### src/rtl/mb2ip_pkg.sv
// Shared types and constants for the MB2IP bus arbiter: FSM state encoding,
// default bus widths and requester indices.
package mb2ip_pkg;

  localparam int ADDR_W_DEF = 32;
  localparam int DATA_W_DEF = 32;

  localparam int M0 = 0;
  localparam int M1 = 1;

  typedef enum logic [1:0] {
    ST_IDLE = 2'd0,
    ST_XFER = 2'd1,
    ST_DONE = 2'd2
  } state_t;

endpackage

### src/rtl/mb2ip_rr_arb2.sv
// Two-way round-robin grant. The last-grant register only moves when the
// caller accepts the grant, so a stalled arbiter keeps its fairness order.
module mb2ip_rr_arb2
  import mb2ip_pkg::*;
(
  input  logic       i_clk,
  input  logic       i_rst_n,
  input  logic [1:0] i_req,
  input  logic       i_accept,
  output logic       o_grant,
  output logic       o_valid
);

  logic r_last_grant;

  assign o_valid = |i_req;
  // Under contention the port that did not win last time goes next.
  assign o_grant = (&i_req) ? ~r_last_grant : i_req[M1];

  always_ff @(posedge i_clk or negedge i_rst_n) begin
    if (!i_rst_n) begin
      r_last_grant <= 1'b1;
    end else if (i_accept) begin
      r_last_grant <= o_grant;
    end
  end

endmodule

### src/rtl/mb2ip_bus_arbiter.sv
// Shares the MB2IP register bus between the MicroBlaze bridge (M0) and the
// SATA test sequencer (M1), one transfer at a time, with an ack watchdog.
module mb2ip_bus_arbiter
  import mb2ip_pkg::*;
#(
  parameter int ADDR_W  = ADDR_W_DEF,
  parameter int DATA_W  = DATA_W_DEF,
  parameter int TIMEOUT = 255
) (
  input  logic                  MB2IP_Clk,
  input  logic                  MB2IP_Reset_n,
  input  logic                  m0_req,
  input  logic                  m0_rnw,
  input  logic [0:ADDR_W-1]     m0_addr,
  input  logic [0:DATA_W-1]     m0_wdata,
  input  logic [0:DATA_W/8-1]   m0_be,
  output logic                  m0_ack,
  output logic [0:DATA_W-1]     m0_rdata,
  output logic                  m0_err,
  input  logic                  m1_req,
  input  logic                  m1_rnw,
  input  logic [0:ADDR_W-1]     m1_addr,
  input  logic [0:DATA_W-1]     m1_wdata,
  input  logic [0:DATA_W/8-1]   m1_be,
  output logic                  m1_ack,
  output logic [0:DATA_W-1]     m1_rdata,
  output logic                  m1_err,
  output logic                  MB2IP_CS,
  output logic                  MB2IP_RNW,
  output logic [0:ADDR_W-1]     MB2IP_Addr,
  output logic [0:DATA_W-1]     MB2IP_Data,
  output logic [0:DATA_W/8-1]   MB2IP_BE,
  input  logic [0:DATA_W-1]     IP2MB_Data,
  input  logic                  IP2MB_RdAck,
  input  logic                  IP2MB_WrAck,
  input  logic                  IP2MB_Error,
  output logic                  busy,
  output logic [7:0]            timeout_cnt
);

  localparam int BE_W = DATA_W / 8;
  localparam int WD_W = $clog2(TIMEOUT + 1);

  state_t            r_state;
  logic              r_win;
  logic              r_err;
  logic [WD_W-1:0]   r_wd;

  logic [1:0]        w_req;
  logic              w_grant;
  logic              w_valid;
  logic              w_accept;
  logic              w_slv_ack;
  logic              w_wd_exp;
  logic              w_sel_rnw;
  logic [0:ADDR_W-1] w_sel_addr;
  logic [0:DATA_W-1] w_sel_wdata;
  logic [0:BE_W-1]   w_sel_be;

  assign w_req[M0] = m0_req;
  assign w_req[M1] = m1_req;

  // The cycle that presents an ack is skipped so a requester dropping req
  // in response to that ack is never re-granted.
  assign w_accept  = (r_state == ST_IDLE) && w_valid && !m0_ack && !m1_ack;
  assign w_slv_ack = IP2MB_RdAck | IP2MB_WrAck;
  assign w_wd_exp  = (r_wd == WD_W'(TIMEOUT - 1));

  assign w_sel_rnw   = w_grant ? m1_rnw   : m0_rnw;
  assign w_sel_addr  = w_grant ? m1_addr  : m0_addr;
  assign w_sel_wdata = w_grant ? m1_wdata : m0_wdata;
  assign w_sel_be    = w_grant ? m1_be    : m0_be;

  mb2ip_rr_arb2 u_arb (
    .i_clk    (MB2IP_Clk),
    .i_rst_n  (MB2IP_Reset_n),
    .i_req    (w_req),
    .i_accept (w_accept),
    .o_grant  (w_grant),
    .o_valid  (w_valid)
  );

  always_ff @(posedge MB2IP_Clk or negedge MB2IP_Reset_n) begin
    if (!MB2IP_Reset_n) begin
      r_state     <= ST_IDLE;
      r_win       <= 1'b0;
      r_err       <= 1'b0;
      r_wd        <= '0;
      MB2IP_CS    <= 1'b0;
      MB2IP_RNW   <= 1'b1;
      MB2IP_Addr  <= '0;
      MB2IP_Data  <= '0;
      MB2IP_BE    <= '0;
      m0_ack      <= 1'b0;
      m0_err      <= 1'b0;
      m0_rdata    <= '0;
      m1_ack      <= 1'b0;
      m1_err      <= 1'b0;
      m1_rdata    <= '0;
      busy        <= 1'b0;
      timeout_cnt <= '0;
    end else begin
      m0_ack <= 1'b0;
      m1_ack <= 1'b0;
      m0_err <= 1'b0;
      m1_err <= 1'b0;
      case (r_state)
        ST_IDLE: begin
          if (w_accept) begin
            MB2IP_CS   <= 1'b1;
            MB2IP_RNW  <= w_sel_rnw;
            MB2IP_Addr <= w_sel_addr;
            MB2IP_Data <= w_sel_wdata;
            MB2IP_BE   <= w_sel_be;
            r_win      <= w_grant;
            r_wd       <= '0;
            busy       <= 1'b1;
            r_state    <= ST_XFER;
          end
        end
        ST_XFER: begin
          // A slave ack on the expiry cycle takes priority over the timeout.
          if (w_slv_ack) begin
            MB2IP_CS <= 1'b0;
            r_err    <= IP2MB_Error;
            if (MB2IP_RNW) begin
              if (r_win) m1_rdata <= IP2MB_Data;
              else       m0_rdata <= IP2MB_Data;
            end
            r_state <= ST_DONE;
          end else if (w_wd_exp) begin
            MB2IP_CS <= 1'b0;
            r_err    <= 1'b1;
            if (timeout_cnt != 8'hFF) timeout_cnt <= timeout_cnt + 8'd1;
            r_state  <= ST_DONE;
          end else begin
            r_wd <= r_wd + WD_W'(1);
          end
        end
        ST_DONE: begin
          if (r_win) begin
            m1_ack <= 1'b1;
            m1_err <= r_err;
          end else begin
            m0_ack <= 1'b1;
            m0_err <= r_err;
          end
          busy    <= 1'b0;
          r_state <= ST_IDLE;
        end
        default: begin
          MB2IP_CS <= 1'b0;
          busy     <= 1'b0;
          r_state  <= ST_IDLE;
        end
      endcase
    end
  end

endmodule

### config.mk
export PLATFORM = sky130hd
export DESIGN_NAME = mb2ip_bus_arbiter
export DESIGN_NICKNAME = d
export VERILOG_FILES = /design/src/rtl/mb2ip_pkg.sv /design/src/rtl/mb2ip_rr_arb2.sv /design/src/rtl/mb2ip_bus_arbiter.sv
export SDC_FILE = /design/constraint.sdc
export NUM_CORES = 1
export LEC_CHECK = 0
export CAP_MARGIN = 20
export CORE_MARGIN = 8
export CORE_UTILIZATION = 44
export DETAILED_ROUTE_END_ITERATION = 8
export MAX_ROUTING_LAYER = met4
export PLACE_DENSITY = 0.85
export SKIP_CTS_REPAIR_TIMING = 1
export SLEW_MARGIN = 20
export SYNTH_ARGS = -nofsm -noshare
export SYNTH_HDL_FRONTEND = slang
export SYNTH_SLANG_ARGS = --single-unit
### constraint.sdc
create_clock -name MB2IP_Clk -period 2.8 [get_ports MB2IP_Clk]
set_clock_uncertainty 0.05 [all_clocks]
set_input_delay 0.56 -clock MB2IP_Clk [delete_from_list [all_inputs] [get_ports MB2IP_Clk]]
set_output_delay 0.56 -clock MB2IP_Clk [all_outputs]
set_load 0.02 [all_outputs]
==> flow_metrics.py, run 1 <==
metrics = {
    "critical_path": {
        "required_ps": 2190,
        "cp.buffers_inverters": 1,
        "critical_path_class": "reg -> out",
        "worstPathArrival_ps": 1640,
        "path_cells": "clkdlybuf4s50_1",
        "slowest_delay_ps": 650,
        "slowest_stage": "clkdlybuf4s50_1",
        "cpLargestDelayFamily": "buffers and inverters",
        "start_kind": "flip-flop",
        "crit_fanout": 4,
        "setup.worst_path.end_class": "output pin",
    },
    "sta": {
        "worstMarginPinSlew_ps": 599,
        "holdWs_ps": 87.1,
        "slew_violations": 0,
        "timing.final.hold_violations": 0,
        "fin_crit_ps": 2250,
        "tns_ps": 0,
        "fin_crit_sh": 0.804,
        "rsz0062_at_grt": "no",
        "maxSlewHeadroom": 0.599,
        "setup_violations": 0,
        "max_freq_mhz": 444,
    },
    "die": {
        "die_w_um": 140,
        "ios": 324,
        "die_area_mm2": 0.0196,
        "coreArea_mm2": 0.0151,
        "die_h_um": 140,
        "initial_core_util": 0.448,
        "placementRows": 45,
    },
    "clock_tree": {
        "cts_max_level": 4,
        "cts_root_buffer": "clkbuf_16",
        "cts_sinks": 160,
        "clock_latency_ps": 410,
        "cts_buffer_depth": 2,
        "cts_tree": "done",
        "clk_pin_slew_ps": 60,
        "cts_buffers": 17,
    },
    "logic_synthesis": {
        "syn_area_per_cell_um2": 12.3,
        "syn_nets": 733,
        "syn-cell-area_mm2": 0.00678,
        "ys_types": 45,
        "synth-seq-cells": 160,
        "synth.area.top_cells": "dfrtp_1 (58%), mux2_2 (11%), mux2i_1 (10%)",
        "postSynthCellCount": 553,
        "async_flop_share": 1.00,
        "synth_edf_count": 0,
        "synth_flop_cell": "dfrtp_1",
        "yosysWarnings": 0,
        "synth.most_common_cell": "dfrtp_1",
        "synth.yosys.seq_area_share": 0.591,
        "yosys.area.top_type": "dfrtp_1",
        "ys_top_cells_by_count": "dfrtp_1 (158), nand2_1 (81), o21ai_0 (74)",
        "synth_top_area_frac": 0.583,
    },
    "layout": {
        "nets": 1059,
        "layout-drive-gt1-share": 0.138,
        "areaGrowthSynthToFinish_pct": 61.2,
    },
    "global_routing": {
        "grt.total_usage": 0.218,
        "grt_first_pass_wirelength_um": 32000,
        "grt_antenna_before_repair": 2,
        "grt-ovfl-total": 0,
        "grt_pass1_vias": 5767,
        "grt_max_degree": 66,
    },
    "run_status": {
        "status": "complete, no violations",
    },
    "drt": {
        "routed_wl_um": 20600,
        "drt-pass1-iter-count": 4,
        "ant_nets": 0,
        "drcViolationCount": 0,
        "avgViaCountPerCell": 4.97,
        "vias": 5387,
        "wl_per_cell_um": 19.0,
        "drt_iter0_drc": 256,
    },
    "power": {
        "p_leak_nw": 4.75,
        "power.total_mw": 12.0,
        "power_density_mw_per_mm2": 1100,
        "switchingPower_mw": 4.39,
        "p_int_mw": 7.60,
        "clkPwrFrac": 0.199,
        "sw_frac_of_total": 0.366,
        "p_comb_frac": 0.470,
        "share_seq_of_total_power": 0.331,
        "ir_worst_vdd_mv": 0.508,
    },
    "min_path": {
        "hold_path_class": "in -> async",
    },
    "job": {
        "drv_cap": 0,
    },
    "placement": {
        "gp_congestion": 0.810,
        "port_buffers": 323,
        "hpwl_um": 16200,
    },
}
==> layout by cell type (no fill, tap or decap), types with 3 or more instances in the layout <==
cell type / n
clkdlybuf4s50_1: 322
dfrtp_1: 158
nand2_1: 81
o21ai_0: 73
mux2i_1: 69
mux2_2: 66
clkbuf_16: 17
nand3_1: 14
buf_4: 9
nor2_1: 6
buf_12: 6
xor2_1: 4
nor3_1: 4
diode_2: 3
nor4_1: 3
nand4_1: 3
xnor2_1: 3
ha_1: 3
clkinv_4: 3
bufinv_16: 3
==> final timing paths <==
| kind | start | to | slack [ps] | cells past startpoint |
|---|---|---|---|---|
| setup / recovery | MB2IP_RNW$_DFFE_PN1P_ | MB2IP_RNW | 550 | 1 |
| hold / removal | MB2IP_Reset_n | m1_rdata[18]$_DFFE_PN0P_ | 90 | 1 |
| setup reg to reg | r_wd[0]$_DFFE_PN0P_ | timeout_cnt[1]$_DFFE_PN0P_ | 860 | 6 |
| hold reg to reg | MB2IP_Data[26]$_DFFE_PN0P_ | MB2IP_Data[26]$_DFFE_PN0P_ | 430 | 2 |
| max in group asynchronous | MB2IP_Reset_n | MB2IP_Data[24]$_DFFE_PN0P_ | 1900 | 2 |
| min in group MB2IP_Clk | MB2IP_Data[26]$_DFFE_PN0P_ | MB2IP_Data[26]$_DFFE_PN0P_ | 430 | 2 |
==> layer usage <==
metal | vias to the layer above | wire [µm] | track usage | part of all wire
met4 | 0 | 423 | 0.0731 | 0.021
met2 | 221 | 10500 | 0.365 | 0.51
met3 | 24 | 1650 | 0.0737 | 0.080
met1 | 2539 | 8060 | 0.239 | 0.39
met5 | - | 0 | - | 0
li1 | 2603 | - | - | -
==> per-stage QoR <==
step / std cells / worst slack (ps) / area, µm² / util
global placement: 1048 / 440 / 10300 / 0.681
finish: 1083 / 550 / 10900 / 0.722
floorplan: 553 / 950 / 6780 / -
CTS: 1080 / 523 / 10900 / 0.721
global route: 1083 / 511 / 10900 / 0.722
detailed placement: 1048 / 368 / 10300 / 0.681
==> area by class of cell <==
cell class,count,area [µm²]
repair buffers,338,3420
fillers,1050,4210
clock buffers,21,460
diodes,3,7.51
clock inverters,11,154
inverters,2,7.51
multi-input cells,360,2640
well taps,188,235
flip-flops and latches,160,4010
==> power groups by stage <==
| stage | clock [mW] | combinational, mW | sequential, mW |
|---|---|---|---|
| 6_report | 2.39 | 5.64 | 3.97 |
| 5_1_grt | 2.52 | 6.04 | 4.10 |
| 4_1_cts | 2.43 | 5.72 | 3.98 |
| 3_5_place_dp | 0 | 5.70 | 4.01 |
| 3_3_place_gp | 0 | 5.59 | 3.96 |
| 2_1_floorplan | 0 | 1.62 | 5.12 |
==> cell families after synthesis <==
group	count (synthesis)	synth area share
multiplexers	135	0.211
buffers and inverters	33	0.0245
flip-flops	160	0.591
adder cells (fa/ha/maj)	3	0.00553
AO/OA/AOI/OAI	85	0.0664
XOR/XNOR	7	0.00904
AND/OR/NAND/NOR	130	0.0926
==> sequential cells by signal, indices dropped and copies added (netlist names), 2 cells and up <==
name,count
MB2IP_BE,4
m0_rdata,32
r_state,2
MB2IP_Addr,32
m1_rdata,32
timeout_cnt,8
MB2IP_Data,32
r_wd,8
No activity file was read; power rests on OpenSTA's default activity.
==> inputs of run 2 (changes only) <==
CORE_UTILIZATION = 41   (was 44)
PLACE_DENSITY = 0.8   (was 0.85)
clock period = 2.1 ns   (was 2.8 ns; I/O delays follow)
==> flow_metrics.py, run 2 (synthesis results as in run 1) <==
metrics = {
    "global_routing": {
        "grt-ovfl-total": 0,
        "grt_pass1_vias": 5863,
        "grt_antenna_before_repair": 0,
        "grt_first_pass_wirelength_um": 31400,
        "grt_max_degree": 52,
        "grt.total_usage": 0.204,
    },
    "drt": {
        "avgViaCountPerCell": 4.85,
        "ant_nets": 0,
        "drt_iter0_drc": 236,
        "routed_wl_um": 20600,
        "wl_per_cell_um": 18.2,
        "drt-pass1-iter-count": 4,
        "drcViolationCount": 0,
        "vias": 5479,
    },
    "power": {
        "sw_frac_of_total": 0.368,
        "power.total_mw": 16.4,
        "switchingPower_mw": 6.01,
        "share_seq_of_total_power": 0.324,
        "power_density_mw_per_mm2": 1460,
        "ir_worst_vdd_mv": 0.716,
        "clkPwrFrac": 0.200,
        "p_leak_nw": 4.89,
        "p_comb_frac": 0.476,
        "p_int_mw": 10.3,
    },
    "critical_path": {
        "required_ps": 1630,
        "path_cells": "clkdlybuf4s50_1",
        "cp.buffers_inverters": 1,
        "worstPathArrival_ps": 1510,
        "crit_fanout": 6,
        "slowest_stage": "clkdlybuf4s50_1",
        "rr_endpoint": "m0_rdata[7]$_DFFE_PN0P_",
        "critical_path_class": "reg -> out",
        "slowest_delay_ps": 660,
        "cpLargestDelayFamily": "buffers and inverters",
        "start_kind": "flip-flop",
        "worstReg2RegStart": "r_state[1]$_DFFE_PN0P_",
        "rr_worst_depth": 5,
        "setup.worst_path.end_class": "output pin",
        "regToRegSetupSlack_ps": 130,
    },
    "layout": {
        "layout-drive-gt1-share": 0.155,
        "ff_latch_area_mm2": 0.00401,
        "multiInputGateArea_mm2": 0.00264,
        "diodes": 0,
        "final_common_cell": "clkdlybuf4s50_1",
        "nets": 1076,
        "fillers": 1189,
        "areaGrowthSynthToFinish_pct": 65.2,
        "final_cell_mix": "clkdlybuf4s50_1 (321), dfrtp_1 (158), nand2_1 (81)",
    },
    "placement": {
        "port_buffers": 323,
        "gp_congestion": 0.805,
        "place_ws_ps": -188,
        "hpwl_um": 16200,
    },
    "sta": {
        "maxSlewHeadroom": 0.681,
        "tns_ps": 0,
        "holdWs_ps": 430,
        "worst_slack_ps": 117,
        "timing.final.hold_violations": 0,
        "rsz0062_at_grt": "no",
        "fin_crit_sh": 0.945,
        "max_freq_mhz": 504,
        "slew_violations": 0,
        "worstMarginPinSlew_ps": 476,
        "fin_crit_ps": 1980,
        "setup_violations": 0,
    },
    "clock_tree": {
        "cts_buffers": 17,
        "cts_max_level": 4,
        "cts_buffer_depth": 2,
        "clock_latency_ps": 420,
        "cts_sinks": 160,
        "cts_root_buffer": "clkbuf_16",
        "cts_tree": "done",
        "clk_pin_slew_ps": 70,
    },
    "run_status": {
        "status": "complete, no violations",
    },
    "min_path": {
        "hold_depth": 2,
        "hold_start": "MB2IP_Addr[15]$_DFFE_PN0P_",
        "min_to": "MB2IP_Addr[15]$_DFFE_PN0P_",
        "hold_path_class": "reg -> reg",
    },
    "die": {
        "die_area_mm2": 0.0209,
        "die_h_um": 145,
        "coreArea_mm2": 0.0164,
        "die_w_um": 145,
        "ios": 324,
        "initial_core_util": 0.413,
        "placementRows": 47,
    },
    "job": {
        "drv_cap": 0,
    },
}
## run 2: cell types whose count changed in the layout (fill, tap and decap cells not counted), moves of 2 or more
cell	previous run	this run
buf_12	6	14
buf_4	9	17
clkbuf_1	2	0
clkbuf_8	2	0
clkinv_4	3	1
diode_2	3	0
inv_6	1	7
## run 2: worst max-delay path by stage
stage	slack (ps)	cells past startpoint	startpoint	endpoint
finish	120	1	timeout_cnt[3]$_DFFE_PN0P_	timeout_cnt[3]
global route	40	5	r_state[1]$_DFFE_PN0P_	m0_rdata[9]$_DFFE_PN0P_
CTS	-30	1	MB2IP_RNW$_DFFE_PN1P_	MB2IP_RNW
detailed placement	-190	6	IP2MB_WrAck	m0_rdata[7]$_DFFE_PN0P_
global placement	-120	6	IP2MB_WrAck	m0_rdata[10]$_DFFE_PN0P_
floorplan	260	5	r_state[1]$_DFFE_PN0P_	m0_rdata[0]$_DFFE_PN0P_
## run 2: cell type report
class / instances / share of cell area
clock buffer: 17 / 0.0380
clock inverter: 15 / 0.0174
inverter: 2 / 0.000670
multi-input combinational: 360 / 0.236
sequential: 160 / 0.358
tap: 220 / 0.0246
timing repair buffer: 355 / 0.326
## run 2: power by group through the flow
stage	combinational [mW]	clock [mW]	sequential, mW
floorplan	2.16	0	6.82
global placement	7.75	0	5.28
detailed placement	7.88	0	5.34
CTS	7.91	3.33	5.31
global route	8.35	3.48	5.49
finish	7.78	3.28	5.29
## run 2: metal layers
layer  track usage  share of wire  vias up
met2         0.338           0.50      214
li1              -              -     2640
met5             -              0        -
met3        0.0697          0.088       25
met1         0.226           0.39     2600
met4        0.0685          0.019        0
## run 2: metrics by stage
stage | util | instance area, µm² | std cells
3_5_place_dp | 0.644 | 10600 | 1096
3_3_place_gp | 0.644 | 10600 | 1096
4_1_cts | 0.682 | 11200 | 1128
6_report | 0.683 | 11200 | 1129
2_1_floorplan | - | 6780 | 553
5_1_grt | 0.683 | 11200 | 1129
==> inputs of run 3 (changes only) <==
MAX_ROUTING_LAYER = default   (was met4)
==> flow_metrics.py, run 3 (synthesis results as in run 1) <==
metrics = {
    "power": {
        "share_seq_of_total_power": 0.324,
        "power.total_mw": 16.3,
        "p_leak_nw": 4.89,
        "clkPwrFrac": 0.200,
        "p_comb_frac": 0.476,
        "power_density_mw_per_mm2": 1460,
        "sw_frac_of_total": 0.368,
        "p_int_mw": 10.3,
        "ir_worst_vdd_mv": 0.716,
        "switchingPower_mw": 6.01,
    },
    "drt": {
        "drt_iter0_drc": 204,
        "vias": 5476,
        "avgViaCountPerCell": 4.85,
        "ant_nets": 0,
        "routed_wl_um": 20600,
        "drcViolationCount": 0,
        "drt-pass1-iter-count": 4,
        "wl_per_cell_um": 18.3,
    },
    "sta": {
        "maxSlewHeadroom": 0.686,
        "max_freq_mhz": 505,
        "rsz0062_at_grt": "no",
        "tns_ps": 0,
        "worstMarginPinSlew_ps": 468,
        "worst_slack_ps": 118,
        "fin_crit_sh": 0.944,
        "timing.final.hold_violations": 0,
        "slew_violations": 0,
        "setup_violations": 0,
        "fin_crit_ps": 1980,
    },
    "global_routing": {
        "grt-ovfl-total": 0,
        "grt_pass1_vias": 5827,
        "grt_max_degree": 52,
        "grt_antenna_before_repair": 0,
        "grt.total_usage": 0.198,
        "grt_first_pass_wirelength_um": 31500,
    },
    "critical_path": {
        "path_cells": "clkdlybuf4s50_1",
        "worstPathArrival_ps": 1510,
        "slowest_stage": "clkdlybuf4s50_1",
        "setup.worst_path.end_class": "output pin",
        "start_kind": "flip-flop",
        "required_ps": 1630,
        "slowest_delay_ps": 660,
        "cpLargestDelayFamily": "buffers and inverters",
        "crit_fanout": 6,
        "cp.buffers_inverters": 1,
        "critical_path_class": "reg -> out",
    },
    "die": {
        "ios": 324,
        "placementRows": 47,
        "initial_core_util": 0.413,
        "die_area_mm2": 0.0209,
        "coreArea_mm2": 0.0164,
        "die_w_um": 145,
        "die_h_um": 145,
    },
    "clock_tree": {
        "cts_sinks": 160,
        "cts_max_level": 4,
        "cts_buffer_depth": 2,
        "cts_tree": "done",
        "clock_latency_ps": 410,
        "clk_pin_slew_ps": 70,
        "cts_buffers": 17,
        "cts_root_buffer": "clkbuf_16",
    },
    "placement": {
        "gp_congestion": 0.795,
        "place_ws_ps": -188,
        "dpl.cell_count": 1096,
        "hpwl_um": 16200,
        "port_buffers": 323,
    },
    "layout": {
        "utilization": 0.683,
        "nets": 1076,
        "layout-drive-gt1-share": 0.155,
        "stdcell_count": 1129,
        "final_cell_mix": "clkdlybuf4s50_1 (321), dfrtp_1 (158), nand2_1 (81)",
        "diodes": 0,
        "areaGrowthSynthToFinish_pct": 65.2,
        "final_common_cell": "clkdlybuf4s50_1",
    },
    "run_status": {
        "status": "complete, no violations",
    },
    "job": {
        "drv_cap": 0,
    },
    "min_path": {
        "hold_path_class": "reg -> reg",
    },
}
## run 3: cell counts in the layout (fill, tap and decap cells not counted)
Identical to the previous run, type by type.
## run 3: per-stage QoR
step                      hold slack [ps]  cell area, µm²
after global routing                  456           11200
after detailed placement              315           10600
after global placement                318           10600
final                                 429           11200
after CTS                            -134           11200
after floorplan                      74.4            6780
## run 3: final timing paths
path | startpoint | end | slack, ps | depth (start not counted)
min | MB2IP_Addr[27]$_DFFE_PN0P_ | MB2IP_Addr[27]$_DFFE_PN0P_ | 430 | 2
min in group asynchronous | MB2IP_Reset_n | timeout_cnt[2]$_DFFE_PN0P_ | 450 | 2
min reg2reg | MB2IP_Addr[27]$_DFFE_PN0P_ | MB2IP_Addr[27]$_DFFE_PN0P_ | 430 | 2
max | timeout_cnt[3]$_DFFE_PN0P_ | timeout_cnt[3] | 120 | 1
max in group asynchronous | MB2IP_Reset_n | u_arb.r_last_grant$_DFFE_PN1P_ | 890 | 3
max reg2reg | r_state[1]$_DFFE_PN0P_ | m0_rdata[7]$_DFFE_PN0P_ | 120 | 5
## run 3: power by group through the flow
stage	clock (mW)	combinational, mW	sequential, mW
2_1_floorplan	0	2.16	6.82
3_3_place_gp	0	7.75	5.28
3_5_place_dp	0	7.88	5.34
4_1_cts	3.33	7.91	5.31
5_1_grt	3.47	8.36	5.49
6_report	3.27	7.78	5.30
## run 3: worst register-to-register path: stages, from the launching register on
cell	delay (ps)
dfrtp_1	490
and2b_4	340
nand2_1	110
nor3b_4	250
buf_12	240
mux2_2	390
## run 3: layout make-up
class / count / area (µm²)
Clock inverter: 15 / 195
Timing Repair Buffer: 355 / 3650
Clock buffer: 17 / 425
Inverter: 2 / 7.51
Tap cell: 220 / 275
Sequential cell: 160 / 4010
Multi-Input combinational cell: 360 / 2640
Fill cell: 1189 / 5200
## run 3: metal layers
metal / up-vias / global-route usage / wire [µm]
met5: - / 0 / 0
met4: 0 / 0.0701 / 408
met3: 26 / 0.0782 / 2040
met2: 218 / 0.338 / 10300
met1: 2597 / 0.219 / 7840
li1: 2635 / - / -
